File: src/rtl/nmos_phase_if.sv
// Bus between a bench (or global clock generator) and the two-phase
// gate-clock sequencer: run/step requests and phase/gap lengths in,
// gate enables and cycle status out.
interface nmos_phase_if #(
  parameter int CNT_W = 8,
  parameter int CYC_W = 16
);
  logic             run;
  logic             step;
  logic [CNT_W-1:0] phi1_len;
  logic [CNT_W-1:0] phi2_len;
  logic [CNT_W-1:0] gap_len;
  logic             phi1;
  logic             phi2;
  logic             gap;
  logic             busy;
  logic             cycle_done;
  logic [CYC_W-1:0] cycle_cnt;

  modport master (
    output run, step, phi1_len, phi2_len, gap_len,
    input  phi1, phi2, gap, busy, cycle_done, cycle_cnt
  );

  modport slave (
    input  run, step, phi1_len, phi2_len, gap_len,
    output phi1, phi2, gap, busy, cycle_done, cycle_cnt
  );
endinterface

File: src/rtl/nmos_phase_ctrl.sv
// Two-phase non-overlapping gate-clock sequencer.
//
//   state | meaning
//   ------+------------------------------------------------------
//   IDLE  | no cycle in progress, waiting for run or step
//   PH1   | phi1 gate enable high for phi1_len clocks (min 1)
//   GAP1  | dead time after phi1, gap_len clocks (skipped if 0)
//   PH2   | phi2 gate enable high for phi2_len clocks (min 1)
//   GAP2  | dead time after phi2, gap_len clocks (skipped if 0)
//
// Outputs are registered from the next state so they only move on
// main_clk edges. The end of a cycle is the edge that leaves the last
// PH2/GAP2 clock; cycle_done is high for the clock that follows it,
// which is either the first PH1 clock of the next cycle or an IDLE clock.
module nmos_phase_ctrl #(
  parameter int CNT_W = 8,
  parameter int CYC_W = 16
) (
  input  logic         main_clk,
  input  logic         main_rst_n,
  nmos_phase_if.slave  bus
);

  typedef enum logic [2:0] {
    IDLE = 3'd0,
    PH1  = 3'd1,
    GAP1 = 3'd2,
    PH2  = 3'd3,
    GAP2 = 3'd4
  } state_t;

  localparam logic [CNT_W-1:0] CNT_ONE = {{(CNT_W-1){1'b0}}, 1'b1};
  localparam logic [CYC_W-1:0] CYC_ONE = {{(CYC_W-1){1'b0}}, 1'b1};

  state_t           state;
  state_t           state_nxt;
  logic [CNT_W-1:0] cnt;
  logic [CNT_W-1:0] cnt_nxt;
  logic             cnt_zero;
  logic             load_cfg;
  logic             end_cycle;

  // phi1 length is consumed entirely by the counter load on PH1 entry,
  // so only the lengths used later in the cycle need shadow copies.
  logic [CNT_W-1:0] phi2_sh;
  logic [CNT_W-1:0] gap_sh;
  logic             gap_zero;

  logic             phi1_q;
  logic             phi2_q;
  logic             gap_q;
  logic             busy_q;
  logic             done_q;
  logic [CYC_W-1:0] cyc_q;

  // Counter reload value: a length of 0 behaves as 1 for phases, and
  // the state exits when the counter has run down to 0.
  function automatic logic [CNT_W-1:0] len_m1(input logic [CNT_W-1:0] len);
    return (len == '0) ? '0 : (len - CNT_ONE);
  endfunction

  assign cnt_zero = (cnt == '0);
  assign gap_zero = (gap_sh == '0);

  // State register and down-counter.
  always_ff @(posedge main_clk or negedge main_rst_n) begin
    if (!main_rst_n) begin
      state <= IDLE;
      cnt   <= '0;
    end else begin
      state <= state_nxt;
      cnt   <= cnt_nxt;
    end
  end

  // Next-state and counter-reload decode.
  always_comb begin
    state_nxt = state;
    cnt_nxt   = cnt;
    load_cfg  = 1'b0;
    end_cycle = 1'b0;
    case (state)
      IDLE: begin
        if (bus.run || bus.step) begin
          state_nxt = PH1;
          cnt_nxt   = len_m1(bus.phi1_len);
          load_cfg  = 1'b1;
        end
      end
      PH1: begin
        if (!cnt_zero) begin
          cnt_nxt = cnt - CNT_ONE;
        end else if (!gap_zero) begin
          state_nxt = GAP1;
          cnt_nxt   = len_m1(gap_sh);
        end else begin
          state_nxt = PH2;
          cnt_nxt   = len_m1(phi2_sh);
        end
      end
      GAP1: begin
        if (!cnt_zero) begin
          cnt_nxt = cnt - CNT_ONE;
        end else begin
          state_nxt = PH2;
          cnt_nxt   = len_m1(phi2_sh);
        end
      end
      PH2: begin
        if (!cnt_zero) begin
          cnt_nxt = cnt - CNT_ONE;
        end else if (!gap_zero) begin
          state_nxt = GAP2;
          cnt_nxt   = len_m1(gap_sh);
        end else begin
          end_cycle = 1'b1;
        end
      end
      GAP2: begin
        if (!cnt_zero) begin
          cnt_nxt = cnt - CNT_ONE;
        end else begin
          end_cycle = 1'b1;
        end
      end
      default: begin
        state_nxt = IDLE;
        cnt_nxt   = '0;
      end
    endcase

    // step is only looked at in IDLE, so a step during a cycle is dropped.
    if (end_cycle) begin
      if (bus.run) begin
        state_nxt = PH1;
        cnt_nxt   = len_m1(bus.phi1_len);
        load_cfg  = 1'b1;
      end else begin
        state_nxt = IDLE;
        cnt_nxt   = '0;
      end
    end
  end

  // Capture the later-phase lengths at the start of every cycle.
  always_ff @(posedge main_clk or negedge main_rst_n) begin
    if (!main_rst_n) begin
      phi2_sh <= '0;
      gap_sh  <= '0;
    end else if (load_cfg) begin
      phi2_sh <= bus.phi2_len;
      gap_sh  <= bus.gap_len;
    end
  end

  // Registered outputs decoded from the next state.
  always_ff @(posedge main_clk or negedge main_rst_n) begin
    if (!main_rst_n) begin
      phi1_q <= 1'b0;
      phi2_q <= 1'b0;
      gap_q  <= 1'b0;
      busy_q <= 1'b0;
      done_q <= 1'b0;
    end else begin
      phi1_q <= (state_nxt == PH1);
      phi2_q <= (state_nxt == PH2);
      gap_q  <= (state_nxt == GAP1) || (state_nxt == GAP2);
      busy_q <= (state_nxt != IDLE);
      done_q <= end_cycle;
    end
  end

  // Completed-cycle counter, wraps naturally at 2^CYC_W.
  always_ff @(posedge main_clk or negedge main_rst_n) begin
    if (!main_rst_n) begin
      cyc_q <= '0;
    end else if (end_cycle) begin
      cyc_q <= cyc_q + CYC_ONE;
    end
  end

  assign bus.phi1       = phi1_q;
  assign bus.phi2       = phi2_q;
  assign bus.gap        = gap_q;
  assign bus.busy       = busy_q;
  assign bus.cycle_done = done_q;
  assign bus.cycle_cnt  = cyc_q;

endmodule

File: src/flat_wrapper.sv
// flat-port wrapper written by rule: the top's interface ports become plain ports
module nmos_phase_ctrl_flat 
#(
  parameter int CNT_W = 8,
  parameter int CYC_W = 16
)
  (main_clk, main_rst_n, bus_run, bus_step, bus_phi1_len, bus_phi2_len, bus_gap_len, bus_phi1, bus_phi2, bus_gap, bus_busy, bus_cycle_done, bus_cycle_cnt);
  nmos_phase_if #(.CNT_W(CNT_W), .CYC_W(CYC_W)) bus_i ();
  input  logic main_clk;
  input  logic main_rst_n;
  input wire logic [$bits(bus_i.run)-1:0] bus_run;
  input wire logic [$bits(bus_i.step)-1:0] bus_step;
  input wire logic [$bits(bus_i.phi1_len)-1:0] bus_phi1_len;
  input wire logic [$bits(bus_i.phi2_len)-1:0] bus_phi2_len;
  input wire logic [$bits(bus_i.gap_len)-1:0] bus_gap_len;
  output wire logic [$bits(bus_i.phi1)-1:0] bus_phi1;
  output wire logic [$bits(bus_i.phi2)-1:0] bus_phi2;
  output wire logic [$bits(bus_i.gap)-1:0] bus_gap;
  output wire logic [$bits(bus_i.busy)-1:0] bus_busy;
  output wire logic [$bits(bus_i.cycle_done)-1:0] bus_cycle_done;
  output wire logic [$bits(bus_i.cycle_cnt)-1:0] bus_cycle_cnt;
  assign bus_i.run = bus_run;
  assign bus_i.step = bus_step;
  assign bus_i.phi1_len = bus_phi1_len;
  assign bus_i.phi2_len = bus_phi2_len;
  assign bus_i.gap_len = bus_gap_len;
  assign bus_phi1 = bus_i.phi1;
  assign bus_phi2 = bus_i.phi2;
  assign bus_gap = bus_i.gap;
  assign bus_busy = bus_i.busy;
  assign bus_cycle_done = bus_i.cycle_done;
  assign bus_cycle_cnt = bus_i.cycle_cnt;
  nmos_phase_ctrl #(.CNT_W(CNT_W), .CYC_W(CYC_W)) u_core (.main_clk(main_clk), .main_rst_n(main_rst_n), .bus(bus_i));
endmodule
File: config.mk
export PLATFORM = sky130hd
export DESIGN_NAME = nmos_phase_ctrl_flat
export DESIGN_NICKNAME = d
export VERILOG_FILES = /design/src/rtl/nmos_phase_if.sv /design/src/rtl/nmos_phase_ctrl.sv /design/src/flat_wrapper.sv
export SDC_FILE = /design/constraint.sdc
export NUM_CORES = 1
export LEC_CHECK = 0
export CAP_MARGIN = 25
export CORE_AREA = 2 2 77 79
export CTS_BUF_LIST = sky130_fd_sc_hd__clkbuf_8
export CTS_CLUSTER_DIAMETER = 60
export DETAILED_ROUTE_END_ITERATION = 8
export DIE_AREA = 0 0 79 81
export PLACE_DENSITY = 0.89
export SETUP_SLACK_MARGIN = 0.3
export SLEW_MARGIN = 20
export SYNTH_ARGS = -nofsm -noshare
export SYNTH_HDL_FRONTEND = slang
export SYNTH_SLANG_ARGS = --single-unit
File: constraint.sdc
create_clock -name main_clk -period 2.8 [get_ports main_clk]
set_input_delay 0.28 -clock main_clk [delete_from_list [all_inputs] [get_ports main_clk]]
set_output_delay 0.28 -clock main_clk [all_outputs]
set_load 0.01 [all_outputs]
==> run_results.csv, run 1 <==
group,metric,value,unit
placement,port_buffers,48,
outcome,outcome,"complete, but fails checks",
grt,antenna_found_initial,0,
placement,place_area,3501,um^2
pwr,max-vdd-ir-drop,0.4726,mV
min_path,hold_path_class,"in2async",
timing,hold_ws,-19.16,ps
timing,setup_viol,0,
yosys,synth_warnings,0,
outcome,violations,"negative hold slack",
yosys,synth.area.top_cells,"dfrtp_1 40%, xnor2_1 6.5%, mux2_2 5.7%, nand2_1 3.4%, o21ai_0 3.2%",
clock_tree,clk_pin_slew,80,ps
grt,grt_max_degree,49,
route,vias_per_cell,6.189,
final_layout,area_growth,23.66,%
grt,grt_pass1_wl,11500,um
final_layout,nNetsFinal,399,
grt,grt_use_total,22.53,%
clock_tree,tritoncts,"built",
route,drtPass1Iterations,5,
clock_tree,htreeDepth,2,
setup_path,worst_ep_arrival_time,2660,ps
floorplanning,dieArea,6399,um^2
route,vias,2711,
route,drt_iter0_markers,231,
setup_path,rrSetupSlack,310,ps
timing,finalHoldViolations,15,
route,wl_per_cell,16.28,um
yosys,synth_nets,352,
setup_path,critPathKind,"reg2reg",
floorplanning,start_util,52.27,%
final_layout,fin_area,3669,um^2
clock_tree,cts_sinks,48,
setup_path,r2r_end,"u_core.cnt[6]$_DFFE_PN0P_",
yosys,syn_avg_cell_area,9.358,um^2
setup_path,worstPathRequired,2970,ps
timing,relSlewSlack,59.15,%
yosys,synth_top_cell_area_share,40.49,%
yosys,yosysUniqueCellTypes,56,
clock_tree,cts_max_path_buffers,2,
yosys,yosys.cell_count.top_type,"dfrtp_1",
final_layout,antenna_cells,0,
setup_path,cp_max_fo,10,
route,ant_nets,0,
pwr,power_density,747.7,nW/um^2
floorplanning,core,5675,um^2
timing,finalMaxSlewViolations,0,
yosys,syn_area,2967,um^2
timing,fin_skew,6.779,ps
setup_path,endpoint,"u_core.cnt[6]$_DFFE_PN0P_",
timing,setup_tns,0,ps
timing,max_freq,0.4024,GHz
yosys,ys_seq_area_share,40.49,%
setup_path,reg2reg_depth,9,
floorplanning,num_rows,28,
yosys,ys.flop_type,"dfrtp_1",
yosys,synth-edff-count,0,
setup_path,critPathLaunch,"u_core.gap_sh[0]$_DFFE_PN0P_",
pwr,p_leak,1.517,nW
final_layout,utilization,64.64,%
setup_path,startpoint_type,"flop",
placement,hpwl,5109,um
yosys,synthCells,317,
final_layout,drive_above_1_share,11.85,%
setup_path,cp-end-kind,"flop",
yosys,synth-async-reset-ratio,100.0,%
yosys,netlist.top_cell.by_area,"dfrtp_1",
route,wirelength,7130,um
clock_tree,root_buffer,"clkbuf_8",
grt,grt_overflow,0,
route,drc_errors,0,
yosys,synth-seq-cells,48,
timing,finalCriticalPeriod,2485,ps
timing,rsz0062_at_grt,"yes",
job,maxCapViolations,0,
floorplanning,dieHeight,81,um
timing,worst_pin_slew,612.8,ps
timing,period_share,88.75,%
placement,gp_congestion,0.9566,
clock_tree,numCtsBuffers,5,
clock_tree,worstSkewPairLatency,300,ps
setup_path,rr_startpoint,"u_core.gap_sh[0]$_DFFE_PN0P_",
floorplanning,chipWidth,79,um
clock_tree,cts_hold_buf,0,
yosys,synth.cells.most_frequent,"48 x dfrtp_1, 27 x nand2_1, 24 x nor2_1, 22 x xnor2_1, 19 x o21ai_0",
floorplanning,pin_count,49,
grt,first_global_vias,2456,
metrics by stage:
step	hold WS (ps)	worst slack [ps]	cells	power, mW
after CTS	216.1	294.9	437	2.686
final	-19.16	315.0	438	2.743
after global placement	460.5	282.4	431	2.130
after floorplan	-15.59	481.2	317	1.875
after global routing	29.92	240.2	438	2.907
after detailed placement	476.8	180.0	431	2.180
critical path, stage by stage (launching register included):
cell and delay (ps):
dfrtp_1 420, inv_1 90, ha_1 190, or3b_4 460
buf_4 160, o31ai_1 250, nand3_1 130, a311oi_1 430
a211o_1 160, a31oi_1 60
worst min path at each step:
| stage | to | slack [ps] | cells after the start |
|---|---|---|---|
| final | u_core.bus.cycle_done$_DFF_PN0_ | -20 | 1 |
| after floorplan | u_core.bus.busy$_DFF_PN0_ | -20 | 0 |
| after global placement | u_core.bus.cycle_cnt[15]$_DFFE_PN0N_ | 460 | 1 |
| after detailed placement | u_core.bus.cycle_cnt[15]$_DFFE_PN0N_ | 480 | 1 |
| after global routing | u_core.bus.cycle_cnt[6]$_DFFE_PN0N_ | 30 | 1 |
| after CTS | u_core.bus.cycle_cnt[6]$_DFFE_PN0N_ | 220 | 1 |
registers in the layout, summed over array words and instances, names as in the netlist:
signal,flops
u_core.bus.cycle_done,1
u_core.gap_sh,8
u_core.bus.gap,1
u_core.bus.phi2,1
u_core.cnt,8
u_core.state,3
u_core.bus.phi1,1
u_core.bus.busy,1
u_core.bus.cycle_cnt,16
u_core.phi2_sh,8
layout make-up:
cell class | instances | area, um^2
fillers | 452 | 2007
multi-input cells | 240 | 1679
flip-flops and latches | 48 | 1201
repair buffers | 55 | 543.0
well taps | 75 | 93.84
clock buffers | 5 | 68.82
inverters | 14 | 52.55
clock inverters | 1 | 30.03
logic make-up after synthesis:
kind of cell	after synthesis	share of synthesized area [%]
mux	15	5.694
flops	48	40.49
simple gates	119	21.55
fa+ha+maj	7	2.952
compound gates	70	16.28
buf+inv	29	4.471
xor+xnor	29	8.562
layout by cell type, fill, tap and decap left out, drive strengths merged, types with 3 or more instances in the layout:
master,netlist,final
dfrtp,48,48
clkdlybuf4s50,0,47
nand2,27,27
nor2,24,24
xnor2,22,22
o21ai,21,21
mux2,15,15
inv,14,14
nor3,11,11
nand3,11,11
o31ai,9,9
buf,8,8
or4,8,8
xor2,7,7
a21oi,7,7
ha,7,7
and2,6,6
nor4,5,5
clkbuf,7,5
a21o,4,4
and4,4,4
nand2b,3,3
a211o,3,3
a31oi,3,3
a211oi,3,3
and3,3,3
per-layer routing:
layer,vias up,global-route usage (%),wire length (um),part of all wire (%)
li1,1242,-,-,-
met1,1303,29.11,2934,41
met2,137,38.56,3472,49
met3,29,2.889,492,6.9
met4,0,9.138,230,3.2
met5,-,0,0,0
repair_timing:
action                     4_1_cts  5_1_grt
setup endpoints to repair       13       27
setup buffers                    0        1
pin swaps                        0        1
resized for setup                4       12
where the power goes:
part / leakage [nW] / total [mW] / internal, mW / switching [mW]
sequential: 0.610 / 1.17 / 0.891 / 0.282
combinational: 0.857 / 1.09 / 0.550 / 0.541
clock: 0.0501 / 0.478 / 0.256 / 0.221
total: 1.52 / 2.74 / 1.70 / 1.04
Power figures use the tool's default switching activity.
==> inputs of run 2 (changes only) <==
CORE_AREA = 2 2 98 62   (was 2 2 77 79)
DIE_AREA = 0 0 100 64   (was 0 0 79 81)
PLACE_DENSITY = 0.9   (was 0.89)
==> run 2 against run 1 <==
- the flow still finishes with violations (negative hold slack)
- cell area is 0.72% higher
- clock skew decreased by 1.7 ps
- via count decreased by 2.4%
- sequential cell count unchanged
- critical endpoint is now u_core.cnt[5]$_DFFE_PN0P_
- non-clock buffer count grew 4
- utilization increased by 3.0 points
==> run_results.csv, run 2 (same netlist as run 1, synthesis figures left out) <==
group,metric,value,unit
timing,relSlewSlack,60.84,%
grt,grt_use_total,23.90,%
floorplanning,num_rows,21,
final_layout,largest_reg_flops,16,
final_layout,utilization,67.61,%
clock_tree,cts_max_path_buffers,2,
clock_tree,cts_sinks,48,
final_layout,final_cell_mix,"48 x dfrtp_1, 47 x clkdlybuf4s50_1, 27 x nand2_1",
final_layout,area_growth,24.55,%
floorplanning,pin_count,49,
floorplanning,core,5465,um^2
final_layout,nNetsFinal,403,
placement,hpwl,5435,um
grt,grt_busiest_layer,"met2",
floorplanning,start_util,54.28,%
setup_path,critical_path.max_stage_delay,460,ps
setup_path,crit_top_cell,"nor2_1",
job,maxCapViolations,0,
route,wl_per_cell,16.39,um
placement,gp_congestion,0.9785,
pwr,p_leak,1.539,nW
clock_tree,cts_hold_buf,0,
clock_tree,numCtsBuffers,5,
placement,place_area,3516,um^2
setup_path,cp_max_fo,10,
placement,dp.cells,428,
setup_path,rr_startpoint,"u_core.gap_sh[0]$_DFFE_PN0P_",
final_layout,fin_area,3695,um^2
route,vias,2647,
timing,finalCriticalPeriod,2419,ps
floorplanning,dieArea,6400,um^2
grt,grt_max_degree,49,
setup_path,cp-end-kind,"flop",
setup_path,path_cells,"inv_1 -> ha_1 -> or3b_4 -> nor2_1 -> o21ai_2 -> nor2_1 -> a21oi_1 -> o31ai_1",
timing,setup_viol,0,
grt,antenna_found_initial,0,
pwr,power_density,751.3,nW/um^2
setup_path,rrSetupSlack,380,ps
timing,fin_skew,5.099,ps
min_path,hold_path_class,"in2async",
grt,grt_overflow,0,
route,vias_per_cell,6.043,
setup_path,critPathKind,"reg2reg",
timing,period_share,86.38,%
route,drt_iter0_markers,217,
setup_path,worstPathRequired,2970,ps
setup_path,startpoint_type,"flop",
timing,finalMaxSlewViolations,0,
timing,hold_ws,-25.09,ps
final_layout,fillerInstances,422,
placement,port_buffers,48,
floorplanning,chipWidth,100,um
final_layout,drive_above_1_share,12.74,%
final_layout,antenna_cells,0,
clock_tree,root_buffer,"clkbuf_8",
clock_tree,worstSkewPairLatency,300,ps
floorplanning,dieHeight,64,um
route,drc_errors,0,
setup_path,worst_ep_arrival_time,2590,ps
route,drtPass1Iterations,5,
grt,grt_pass1_wl,12080,um
timing,finalHoldViolations,48,
clock_tree,htreeDepth,2,
setup_path,slowest_stage,"or3b_4",
pwr,max-vdd-ir-drop,0.4839,mV
clock_tree,clk_pin_slew,90,ps
route,ant_nets,0,
final_layout,final-instance-count-excl-fill,438,
timing,max_freq,0.4135,GHz
grt,grtUsageMet2,36.15,%
setup_path,r2r_end,"u_core.cnt[5]$_DFFE_PN0P_",
route,wirelength,7178,um
timing,setup_tns,0,ps
timing,rsz0062_at_grt,"yes",
outcome,violations,"negative hold slack",
clock_tree,tritoncts,"built",
grt,first_global_vias,2475,
grt,use_met1,35.27,%
timing,worst_pin_slew,587.3,ps
outcome,outcome,"complete, but fails checks",
setup_path,reg2reg_depth,8,
final_layout,final_common_cell,"dfrtp_1",
grt,grt_use_met3,5.142,%
run 2: changes by cell type in the layout (fill, tap and decap cells not counted), sizes merged:
cell and delta:
clkinvlp +1, buf +4, inv +1
run 2: worst max-delay path by stage:
stage,slack [ps],startpoint,depth (start not counted),end
6_report,380,u_core.gap_sh[0]$_DFFE_PN0P_,8,u_core.cnt[5]$_DFFE_PN0P_
5_1_grt,270,u_core.gap_sh[0]$_DFFE_PN0P_,8,u_core.cnt[3]$_DFFE_PN0P_
4_1_cts,310,u_core.cnt[0]$_DFFE_PN0P_,9,u_core.gap_sh[3]$_DFFE_PN0P_
3_5_place_dp,170,u_core.gap_sh[0]$_DFFE_PN0P_,8,u_core.gap_sh[3]$_DFFE_PN0P_
3_3_place_gp,300,u_core.gap_sh[0]$_DFFE_PN0P_,8,u_core.phi2_sh[2]$_DFFE_PN0P_
2_1_floorplan,480,u_core.cnt[0]$_DFFE_PN0P_,10,u_core.cnt[3]$_DFFE_PN0P_
run 2: area by class of cell:
type | instances | area (um^2) | area share, %
inverters | 14 | 52.55 | 1.422
flip-flops and latches | 48 | 1201 | 32.51
multi-input cells | 240 | 1675 | 45.34
repair buffers | 59 | 564.3 | 15.27
well taps | 69 | 86.33 | 2.337
clock buffers | 5 | 68.82 | 1.863
clock inverters | 3 | 46.29 | 1.253
run 2: what timing repair did:
item                       4_1_cts  5_1_grt
buffers inserted                 0        2
resized for setup                5        7
pin swaps                        0        3
setup endpoints to repair       18       30
cloned                           0        0
run 2: where the power goes:
group | leakage, nW | switching [mW] | internal (mW) | total, mW
combinational | 0.874 | 0.544 | 0.552 | 1.10
clock | 0.0548 | 0.245 | 0.269 | 0.514
sequential | 0.610 | 0.274 | 0.891 | 1.17
run 2: per-stage QoR:
step | total power, mW | setup slack (ps)
after floorplan | 1.875 | 481.2
after global placement | 2.161 | 297.8
after detailed placement | 2.202 | 170.3
after CTS | 2.750 | 314.8
after global routing | 2.968 | 274.8
final | 2.776 | 381.4
run 2: critical path: cells and delay by family (launching register included):
| kind | cells | cell delay, ps |
|---|---|---|
| buffers and inverters | 1 | 110 |
| and+or+nand+nor | 3 | 940 |
| DFF | 1 | 420 |
| AOI/OAI and AO/OA | 3 | 640 |
| adders and majority gates | 1 | 190 |
run 2: layer usage:
metal | vias to the layer above | share of wire, %
li1 | 1252 | -
met1 | 1271 | 46
met2 | 118 | 45
met3 | 6 | 8.2
met4 | 0 | 0.63
met5 | - | 0
